==> src/rtl/trap_sequencer_pkg.sv <==
// Shared types and constants for the trap sequencer.
// FSM state encoding, interrupt cause codes and mtvec mode values.
package trap_sequencer_pkg;

    typedef enum logic [1:0] {
        BOOT  = 2'd0,
        RUN   = 2'd1,
        DRAIN = 2'd2,
        SLEEP = 2'd3
    } seq_state_t;

    localparam logic [3:0] CAUSE_SW_IRQ    = 4'd3;
    localparam logic [3:0] CAUSE_TIMER_IRQ = 4'd7;
    localparam logic [3:0] CAUSE_EXT_IRQ   = 4'd11;

    localparam logic [1:0] MTVEC_DIRECT   = 2'b00;
    localparam logic [1:0] MTVEC_VECTORED = 2'b01;

endpackage

==> src/rtl/trap_target_calc.sv <==
// Redirect target selection for traps and MRET.
// Vectored mode offsets only interrupts, by 4*cause.
import trap_sequencer_pkg::*;

module trap_target_calc (
    input  logic [31:0] mtvec,
    input  logic [31:0] mepc,
    input  logic [3:0]  ecause,
    input  logic        interrupt,
    input  logic        sel_mret,
    output logic [31:0] target
);

    logic [31:0] base;
    logic [31:0] offset;
    logic        direct;

    assign base   = {mtvec[31:2], 2'b00};
    assign direct = (mtvec[1:0] == MTVEC_DIRECT) || !interrupt;
    assign offset = direct ? 32'd0 : {26'd0, ecause, 2'b00};
    assign target = sel_mret ? mepc : base + offset;

endmodule

==> src/rtl/trap_sequencer.sv <==
// Writeback-side control FSM: flushes, non-branch redirects, CSR strobes.
// Define TRAP_SEQ_SLEEP_EN to build the WFI sleep state.
import trap_sequencer_pkg::*;

module trap_sequencer #(
    parameter int unsigned DRAIN_CYCLES = 3,
    parameter logic [31:0] RESET_PC     = 32'h0000_0000
) (
    input  logic        clk,
    input  logic        reset_n,
    input  logic        wb_trap,
    input  logic        wb_retired,
    input  logic        wb_mret,
    input  logic        wb_wfi,
    input  logic [3:0]  wb_ecause,
    input  logic        wb_interrupt,
    input  logic [31:0] wb_ecp,
    input  logic [31:0] wb_next_pc,
    input  logic [31:0] mtvec,
    input  logic [31:0] mepc,
    input  logic        irq_pending,
    output logic        flush,
    output logic        sleep,
    output logic        redirect_valid,
    output logic [31:0] redirect_pc,
    output logic        csr_trap_we,
    output logic [3:0]  csr_ecause,
    output logic        csr_interrupt,
    output logic [31:0] csr_ecp,
    output logic        csr_mret_we,
    output logic        busy
);

    localparam logic [3:0] DRAIN_LOAD = 4'(DRAIN_CYCLES - 1);

    seq_state_t  state;
    logic [3:0]  cnt;
    logic        flush_q;
    logic        mret_ev;
    logic        wfi_ev;
    logic        run_ev;
    logic [31:0] target;

    assign mret_ev = wb_retired & wb_mret & ~wb_trap;
`ifdef TRAP_SEQ_SLEEP_EN
    logic [31:0] next_pc_q;
    assign wfi_ev = wb_retired & wb_wfi & ~wb_trap & ~wb_mret;
`else
    logic unused_ok;
    assign unused_ok = ^{wb_wfi, wb_next_pc, irq_pending};
    assign wfi_ev    = 1'b0;
    assign sleep     = 1'b0;
`endif

    // Trigger-cycle flush is combinational so the younger stages die now.
    assign run_ev = (state == RUN) & (wb_trap | mret_ev | wfi_ev);
    assign flush  = flush_q | run_ev;

    trap_target_calc u_target (
        .mtvec     (mtvec),
        .mepc      (mepc),
        .ecause    (wb_ecause),
        .interrupt (wb_interrupt),
        .sel_mret  (!wb_trap),
        .target    (target)
    );

    always_ff @(posedge clk or negedge reset_n) begin
        if (!reset_n) begin
            state          <= BOOT;
            cnt            <= 4'd0;
            flush_q        <= 1'b0;
            busy           <= 1'b0;
            redirect_valid <= 1'b0;
            redirect_pc    <= 32'd0;
            csr_trap_we    <= 1'b0;
            csr_ecause     <= 4'd0;
            csr_interrupt  <= 1'b0;
            csr_ecp        <= 32'd0;
            csr_mret_we    <= 1'b0;
`ifdef TRAP_SEQ_SLEEP_EN
            sleep          <= 1'b0;
            next_pc_q      <= 32'd0;
`endif
        end else begin
            redirect_valid <= 1'b0;
            csr_trap_we    <= 1'b0;
            csr_mret_we    <= 1'b0;
            unique case (state)
                BOOT: begin
                    redirect_valid <= 1'b1;
                    redirect_pc    <= RESET_PC;
                    state          <= DRAIN;
                    cnt            <= DRAIN_LOAD;
                    flush_q        <= 1'b1;
                    busy           <= 1'b1;
                end
                RUN: begin
                    if (wb_trap) begin
                        csr_trap_we    <= 1'b1;
                        csr_ecause     <= wb_ecause;
                        csr_interrupt  <= wb_interrupt;
                        csr_ecp        <= wb_ecp;
                        redirect_valid <= 1'b1;
                        redirect_pc    <= target;
                        state          <= DRAIN;
                        cnt            <= DRAIN_LOAD;
                        flush_q        <= 1'b1;
                        busy           <= 1'b1;
                    end else if (mret_ev) begin
                        csr_mret_we    <= 1'b1;
                        redirect_valid <= 1'b1;
                        redirect_pc    <= target;
                        state          <= DRAIN;
                        cnt            <= DRAIN_LOAD;
                        flush_q        <= 1'b1;
                        busy           <= 1'b1;
                    end
`ifdef TRAP_SEQ_SLEEP_EN
                    else if (wfi_ev) begin
                        next_pc_q <= wb_next_pc;
                        state     <= SLEEP;
                        sleep     <= 1'b1;
                        flush_q   <= 1'b1;
                        busy      <= 1'b1;
                    end
`endif
                end
                DRAIN: begin
                    if (cnt == 4'd0) begin
                        state   <= RUN;
                        flush_q <= 1'b0;
                        busy    <= 1'b0;
                    end else begin
                        cnt <= cnt - 4'd1;
                    end
                end
`ifdef TRAP_SEQ_SLEEP_EN
                SLEEP: begin
                    if (irq_pending) begin
                        sleep          <= 1'b0;
                        redirect_valid <= 1'b1;
                        redirect_pc    <= next_pc_q;
                        state          <= DRAIN;
                        cnt            <= DRAIN_LOAD;
                    end
                end
`endif
                default: begin
                    state <= BOOT;
                end
            endcase
        end
    end

endmodule

==> config.mk <==
export PLATFORM = sky130hd
export DESIGN_NAME = trap_sequencer
export DESIGN_NICKNAME = d
export VERILOG_FILES = /design/src/rtl/trap_sequencer_pkg.sv /design/src/rtl/trap_target_calc.sv /design/src/rtl/trap_sequencer.sv
export SDC_FILE = /design/constraint.sdc
export NUM_CORES = 1
export LEC_CHECK = 0
export CAP_MARGIN = 0
export CORE_ASPECT_RATIO = 1.4
export CORE_MARGIN = 5
export CORE_UTILIZATION = 35
export CTS_CLUSTER_SIZE = 14
export DETAILED_ROUTE_END_ITERATION = 6
export PLACE_DENSITY = 0.8
export SYNTH_ARGS = -nofsm -noshare
export SYNTH_HDL_FRONTEND = slang
export SYNTH_SLANG_ARGS = --single-unit
==> constraint.sdc <==
create_clock -name clk -period 1.8 [get_ports clk]
set_input_delay 0.18 -clock clk [delete_from_list [all_inputs] [get_ports clk]]
set_output_delay 0.18 -clock clk [all_outputs]
set_load 0.05 [all_outputs]
Word level (Yosys, flattened, before mapping)
Index checks and enable logic that the tools add are counted.
Word-level totals
  output and inout port bits: 75
  RAM bits: 0
  memory bits (read-only): 0
  latch bits: 0
  logic and storage cells: 59
  input port bits: 140
  memories kept: 0
  register bits after elaboration: 79
Cells by class
  equal/unequal tests: 5
  div/mod/pow operators: 0
  add/sub/neg operators: 2
  multiply operators: 0
  shift-type cells: 0
  bitwise gates (word level): 6
  order comparisons: 0
  muxes and demuxes: 24
  reduce and logical (&&, ||, !) cells: 12
Operators with widths (count)
  2-to-1 mux 32 bit: 3
  case mux 32 bit (2 select lines): 1
  adder 32 bit: 1
  2-to-1 mux 4 bit: 3
  case mux 4 bit (3 select lines): 1
  2-to-1 mux 1 bit: 9
  2-to-1 mux 2 bit: 3
  2-to-1 mux 6 bit: 1
  case mux 2 bit (3 select lines): 1
  AND reduction 2 bit: 3
  AND reduction 3 bit: 2
  zero test 2 bit: 2
  zero test 4 bit: 1
  inequality test 2 bit (second input constant): 2
  subtractor 4 x 1 -> 4 bit (second input constant): 1
  bitwise AND 1 bit: 3
  inequality test 3 bit (second input constant): 1
  case mux 1 bit (3 select lines): 1
  nonzero test 3 bit: 1
  equality test 2 x 1 -> 1 bit (second input constant): 1
  equality test 2 bit (second input constant): 1
  bitwise OR 1 bit: 2
  case mux 1 bit (2 select lines): 1
  nonzero test 2 bit: 1
  3 further kinds: 3

Logic depth before layout (Yosys ltp)
  depth in word-level cells: 8
  gate-level depth with buffers: 10
  gate-level depth less buffers: 9

Hierarchy
From an unflattened synthesis, not the netlist that was laid out.
Second synthesis, totals
  cell total of the unflattened synthesis: 388
  area, all modules: 4239.1 um^2
Modules (own cells, without submodules)
  trap_sequencer: area an instance 3071.7 um^2, times used 1, sequential area each 1976.9 um^2, cells an instance 198
  trap_target_calc: area an instance 1167.4 um^2, times used 1, sequential area each 0.0 um^2, cells an instance 190

Worst setup path before layout
OpenSTA, ideal clock, no wires.
  path type: reg-to-output
  start point: reg state[1]
  end point: out flush
  slack: -0.126 ns
  arrival time: 1.746 ns
  buffers on the path: 0
  data required time: 1.620 ns
  stages on the path, launching flop included: 3
  path through: dfrtp_1 nand2b_1 o21ai_0
On the way
  longest elaborated chain between the ends: 3
Ends and longest elaborated chain
  from (decl): RTL line trap_sequencer.sv:36  | seq_state_t state;
  from (signal assigned): RTL line trap_sequencer.sv:70  | state <= BOOT;
  from (signal assigned): RTL line trap_sequencer.sv:93  | state <= DRAIN;
  from (signal assigned): RTL line trap_sequencer.sv:106  | state <= DRAIN;
  equality test 2 x 1 -> 1 bit: RTL line trap_sequencer.sv:56  | assign run_ev = (state == RUN) & (wb_trap | mret_ev | wfi_ev);
  bitwise AND 1 bit: RTL line trap_sequencer.sv:56
  bitwise OR 1 bit: RTL line trap_sequencer.sv:57  | assign flush = flush_q | run_ev;
  to (decl): RTL line trap_sequencer.sv:22  | output logic flush,
Every way passes these cells.

Worst setup path in the final report
  start point: in wb_ecause[3]
  end point: reg redirect_pc[8]
On the way
  longest elaborated chain between the ends: 6
Ends and longest elaborated chain
  from (decl): RTL line trap_sequencer.sv:15  | input logic [3:0] wb_ecause,
  2-to-1 mux 6 bit (*): RTL line trap_target_calc.sv:20  | assign offset = direct ? 32'd0 : {26'd0, ecause, 2'b00};
  adder 32 bit (*): RTL line trap_target_calc.sv:21  | assign target = sel_mret ? mepc : base + offset;
  2-to-1 mux 32 bit (*): RTL line trap_target_calc.sv:21
  2-to-1 mux 32 bit: RTL line trap_sequencer.sv:110  | end else if (mret_ev) begin
  2-to-1 mux 32 bit (*): RTL line trap_sequencer.sv:99  | if (wb_trap) begin
  case mux 32 bit (2 select lines) (*): RTL line trap_sequencer.sv:89  | unique case (state)
  to (signal assigned): RTL line trap_sequencer.sv:105  | redirect_pc <= target;
  to (signal assigned): RTL line trap_sequencer.sv:113  | redirect_pc <= target;
  to (decl): RTL line trap_sequencer.sv:25  | output logic [31:0] redirect_pc,
Every way passes the cells marked *; elsewhere a longest branch is shown, timed or not. The select of a mux whose other input is x is not followed.
A chain may end at the register's enable or synchronous reset.

==> impl_summary.log <==
INFO  metric synth.most_common_cell = sky130_fd_sc_hd__nand2_1
INFO  metric cp_data_arrival_time = 1980 ps
INFO  metric skew = 6.48 ps
INFO  metric worst_pin_slew = 551 ps
INFO  metric worst_skew_pair.late_latency = 340 ps
INFO  metric dpl-instance-area = 0.00624 mm2
INFO  metric drtAntennaViolNets = 0
INFO  metric run_status = completed
INFO  metric place.detailed.hpwl = 10100 um
INFO  metric clockPowerShare = between 10% and 20%
INFO  metric fmax = 568 MHz
INFO  metric maxCapViolations = 0
INFO  metric area_taken_by_multi_input_logic_gates = approximately 0.002 mm2
INFO  metric postSynthRegisterBits = 79
INFO  metric area_growth = 72.1%
INFO  metric antenna_cells = 0
INFO  metric full_die_area = 0.0134 mm2
INFO  metric antenna_found_initial = 0
INFO  metric wire_length_of_the_first_global_routing_pass = 21000 um
INFO  metric min_path_type = input pin to register
INFO  metric top_level_ports = roughly 220
INFO  metric period_minus_slack = 1760 ps
INFO  metric row_count = 45
INFO  metric n_fill_cell = 918
INFO  metric synth_edf_count = 0
INFO  metric synth-warning-count = 0
INFO  metric synth.area.top_cells = sky130_fd_sc_hd__dfrtp_1 (51%), sky130_fd_sc_hd__nand2_1 (12%), sky130_fd_sc_hd__xor2_1 (4.3%), sky130_fd_sc_hd__a22oi_1 (3.6%), sky130_fd_sc_hd__o21ai_0 (3.3%)
INFO  metric share_seq_of_total_power = 28.7%
INFO  metric power_leakage = 3.02 nW
INFO  metric post-synth-top-area-cell = sky130_fd_sc_hd__dfrtp_1
INFO  metric cts.path.max_buffers = 2
INFO  metric timing.critical_path.required = roughly 2000 ps
INFO  metric tritoncts.num_buffers = 9
INFO  metric seq_cell_area = 0.00198 mm2
INFO  metric synth_async_sr_flop_share = 100%
INFO  metric p_switching = ~4.6 mW
INFO  metric numPortBuffers = 179
INFO  metric timing.final.hold_violations = 0
INFO  metric max_slew_margin_vs_limit = between 60 and 70%
INFO  metric vias = 3940
INFO  metric netlist_area = approximately 0.004 mm2
INFO  metric synth_largest_type_area_fraction = approximately half
INFO  metric vdd.ir_drop.worst = 0.773 mV
INFO  metric drt_first_pass_iters = 5
INFO  metric cts_max_level = 3
INFO  metric most_numerous_cell_types_in_the_synthesized_netlist = sky130_fd_sc_hd__nand2_1 (128), sky130_fd_sc_hd__dfrtp_1 (79), sky130_fd_sc_hd__o21ai_0 (26), sky130_fd_sc_hd__a22oi_1 (19), sky130_fd_sc_hd__xor2_1 (19)
INFO  metric switching_portion_of_total_power = 45.3%
INFO  metric power_per_cell_area = roughly 1500 mW/mm2
INFO  metric clk_transition_reported_paths = 60 ps
INFO  metric design.final.nets = 799
INFO  metric worst_path_largest_cell_delay = ~500 ps
INFO  metric grt_setup_unrepaired = false
INFO  metric post_drt_wl_per_cell = 16.4 um
INFO  metric startpoint_type = input pin
INFO  metric synth.lib_cells_used.distinct = slightly below 50
INFO  metric crit_path_cell_trace = clkdlybuf4s50_1, and2_4, ha_4, buf_4, a21oi_2, nand2_4, buf_6, and3_4, xnor2_2, o21ai_1
INFO  metric synthesis.nets = 568
INFO  metric grt_pass1_vias = 4282
INFO  metric setup_viol = 0
INFO  metric cp_num_buf_inv = 3
INFO  metric placed_cells = just under 800
INFO  metric critPathKind = input pin to register
INFO  metric fin_area = 0.00673 mm2
INFO  metric utilization = between 60% and 70%
INFO  metric root_buffer = sky130_fd_sc_hd__clkbuf_16
INFO  metric cpMaxStageDelayCell = sky130_fd_sc_hd__clkdlybuf4s50_1
INFO  metric vias_per_cell = ~4.9
INFO  metric die_w = 99.3 um
INFO  metric residual_drc_count = 0
INFO  metric core_area = 0.0109 mm2
INFO  metric grt_max_degree = 41
INFO  metric wl = ~13000 um
INFO  metric synth_flop_cell = sky130_fd_sc_hd__dfrtp_1
INFO  metric p_int = 5.51 mW
INFO  metric gpl.final_weighted_congestion = 0.838
INFO  metric syn_avg_cell_area = between 9 and 10 um2
INFO  metric die-height = about 140 um
INFO  metric globalRoute.totalOverflow = 0
INFO  metric maxSlewViolCount = 0
INFO  metric postSynthCellCount = 421
INFO  metric critical_path_peak_fanout = 3
INFO  metric drive_gt1_share = between 10% and 20%
INFO  metric final.setup.tns = 0 ps
INFO  metric final-instance-count-excl-fill = 796
INFO  metric path_delay_family = buffers and inverters
INFO  metric finalCritPeriodShare = 97.8%
INFO  metric tritoncts = done
INFO  metric global_route.usage.total = 19.7%
INFO  metric cts_num_sinks = 79
INFO  metric combinationalPowerShare = about 54%
INFO  metric start_util = about 36%
INFO  metric ys_seq_area_share = about half
INFO  metric worst_hold_slack = approximately 120 ps
INFO  metric drt_first_iter_violations = 96
INFO  metric endpoint_kind = register
routing by layer:
metal,global-route usage [%],wire length (um)
met2,36.5,7090
met1,20.6,4650
met5,0,0
met4,7.21,231
met3,6.05,1080
cell type report:
type                    count  area share (%)
multi-input cells         311            29.0
inverters                  10           0.558
clock buffers              10            3.55
repair buffers            241            34.2
flip-flops and latches     79            29.4
well taps                 141            2.62
clock inverters             4           0.706
power groups by stage:
stage                     sequential, mW  clock (mW)  combinational (mW)
final                               2.89        1.78                5.40
after global routing                2.99        1.88                5.69
after CTS                           2.89        1.82                5.38
after detailed placement            2.90           0                5.31
after global placement              2.88           0                5.23
after floorplan                     5.09           0                1.00
worst paths after layout:
kind                                   startpoint                          end  slack [ps]  cells past startpoint
max                                  wb_ecause[3]   redirect_pc[8]$_DFFE_PN0P_          40                     10
min                                  wb_ecause[0]    csr_ecause[0]$_DFFE_PN0P_         120                      3
max reg2reg                  state[1]$_DFFE_PN0P_  redirect_pc[29]$_DFFE_PN0P_         180                      5
min reg2reg                csr_ecp[6]$_DFFE_PN0P_       csr_ecp[6]$_DFFE_PN0P_         470                      2
max in group asynchronous                 reset_n      csr_ecp[12]$_DFFE_PN0P_         940                      3
min in group asynchronous                 reset_n   redirect_pc[1]$_DFFE_PN0P_         290                      2
state kept, by name, indices dropped and copies added, names as in the netlist:
signal	cells
csr_interrupt	1
cnt	4
state	2
redirect_valid	1
csr_mret_we	1
csr_trap_we	1
csr_ecause	4
csr_ecp	32
flush_q	1
redirect_pc	32
per-stage QoR:
step / power, mW / worst slack [ps]
floorplan: 6.10 / -16.5
detailed placement: 8.21 / -803
global route: 10.6 / 1.62
finish: 10.1 / 40.4
CTS: 10.1 / 17.1
global placement: 8.12 / -729
cells in the final DEF, fill, tap and decap left out, types with 5 or more instances in the layout:
master / instances
sky130_fd_sc_hd__nand4_1: 9
sky130_fd_sc_hd__buf_4: 58
sky130_fd_sc_hd__a21oi_1: 5
sky130_fd_sc_hd__inv_1: 10
sky130_fd_sc_hd__o21ai_0: 20
sky130_fd_sc_hd__xor2_1: 19
sky130_fd_sc_hd__dfrtp_1: 79
sky130_fd_sc_hd__nor2_1: 9
sky130_fd_sc_hd__clkdlybuf4s50_1: 169
sky130_fd_sc_hd__nand3_1: 12
sky130_fd_sc_hd__buf_6: 5
sky130_fd_sc_hd__a22oi_1: 19
sky130_fd_sc_hd__o21ai_1: 13
sky130_fd_sc_hd__clkbuf_16: 9
sky130_fd_sc_hd__nand2_1: 125
worst reg2reg max path, stage by stage (launching register included):
cell	delay, ps
sky130_fd_sc_hd__dfrtp_1	460
sky130_fd_sc_hd__nand2b_1	290
sky130_fd_sc_hd__nor3_4	340
sky130_fd_sc_hd__buf_4	250
sky130_fd_sc_hd__a22oi_1	110
sky130_fd_sc_hd__o21ai_1	90
cell families (layout without fill, tap and decap cells):
family / after synthesis / count (layout) / synth area share [%]
and+or+nand+nor: 194 / 194 / 23.1
AOI/OAI and AO/OA: 80 / 80 / 13.0
DFF: 79 / 79 / 50.6
buffers and inverters: 31 / 265 / 4.13
xor gates and xnor gates: 25 / 25 / 5.60
adders and majority gates: 7 / 7 / 2.43
muxes: 4 / 4 / 1.06
other: 1 / 1 / 0.0959
repair_timing:
action | in CTS | in global routing
gates cloned | 1 | 0
setup buffers | 2 | 2
hold endpoints to repair | 22 | 0
endpoints found under the setup margin | 29 | 26
pin swaps | 16 | 10
hold buffers | 1 | 0
gates resized for setup | 33 | 15
(Power assumes the default switching activity.)
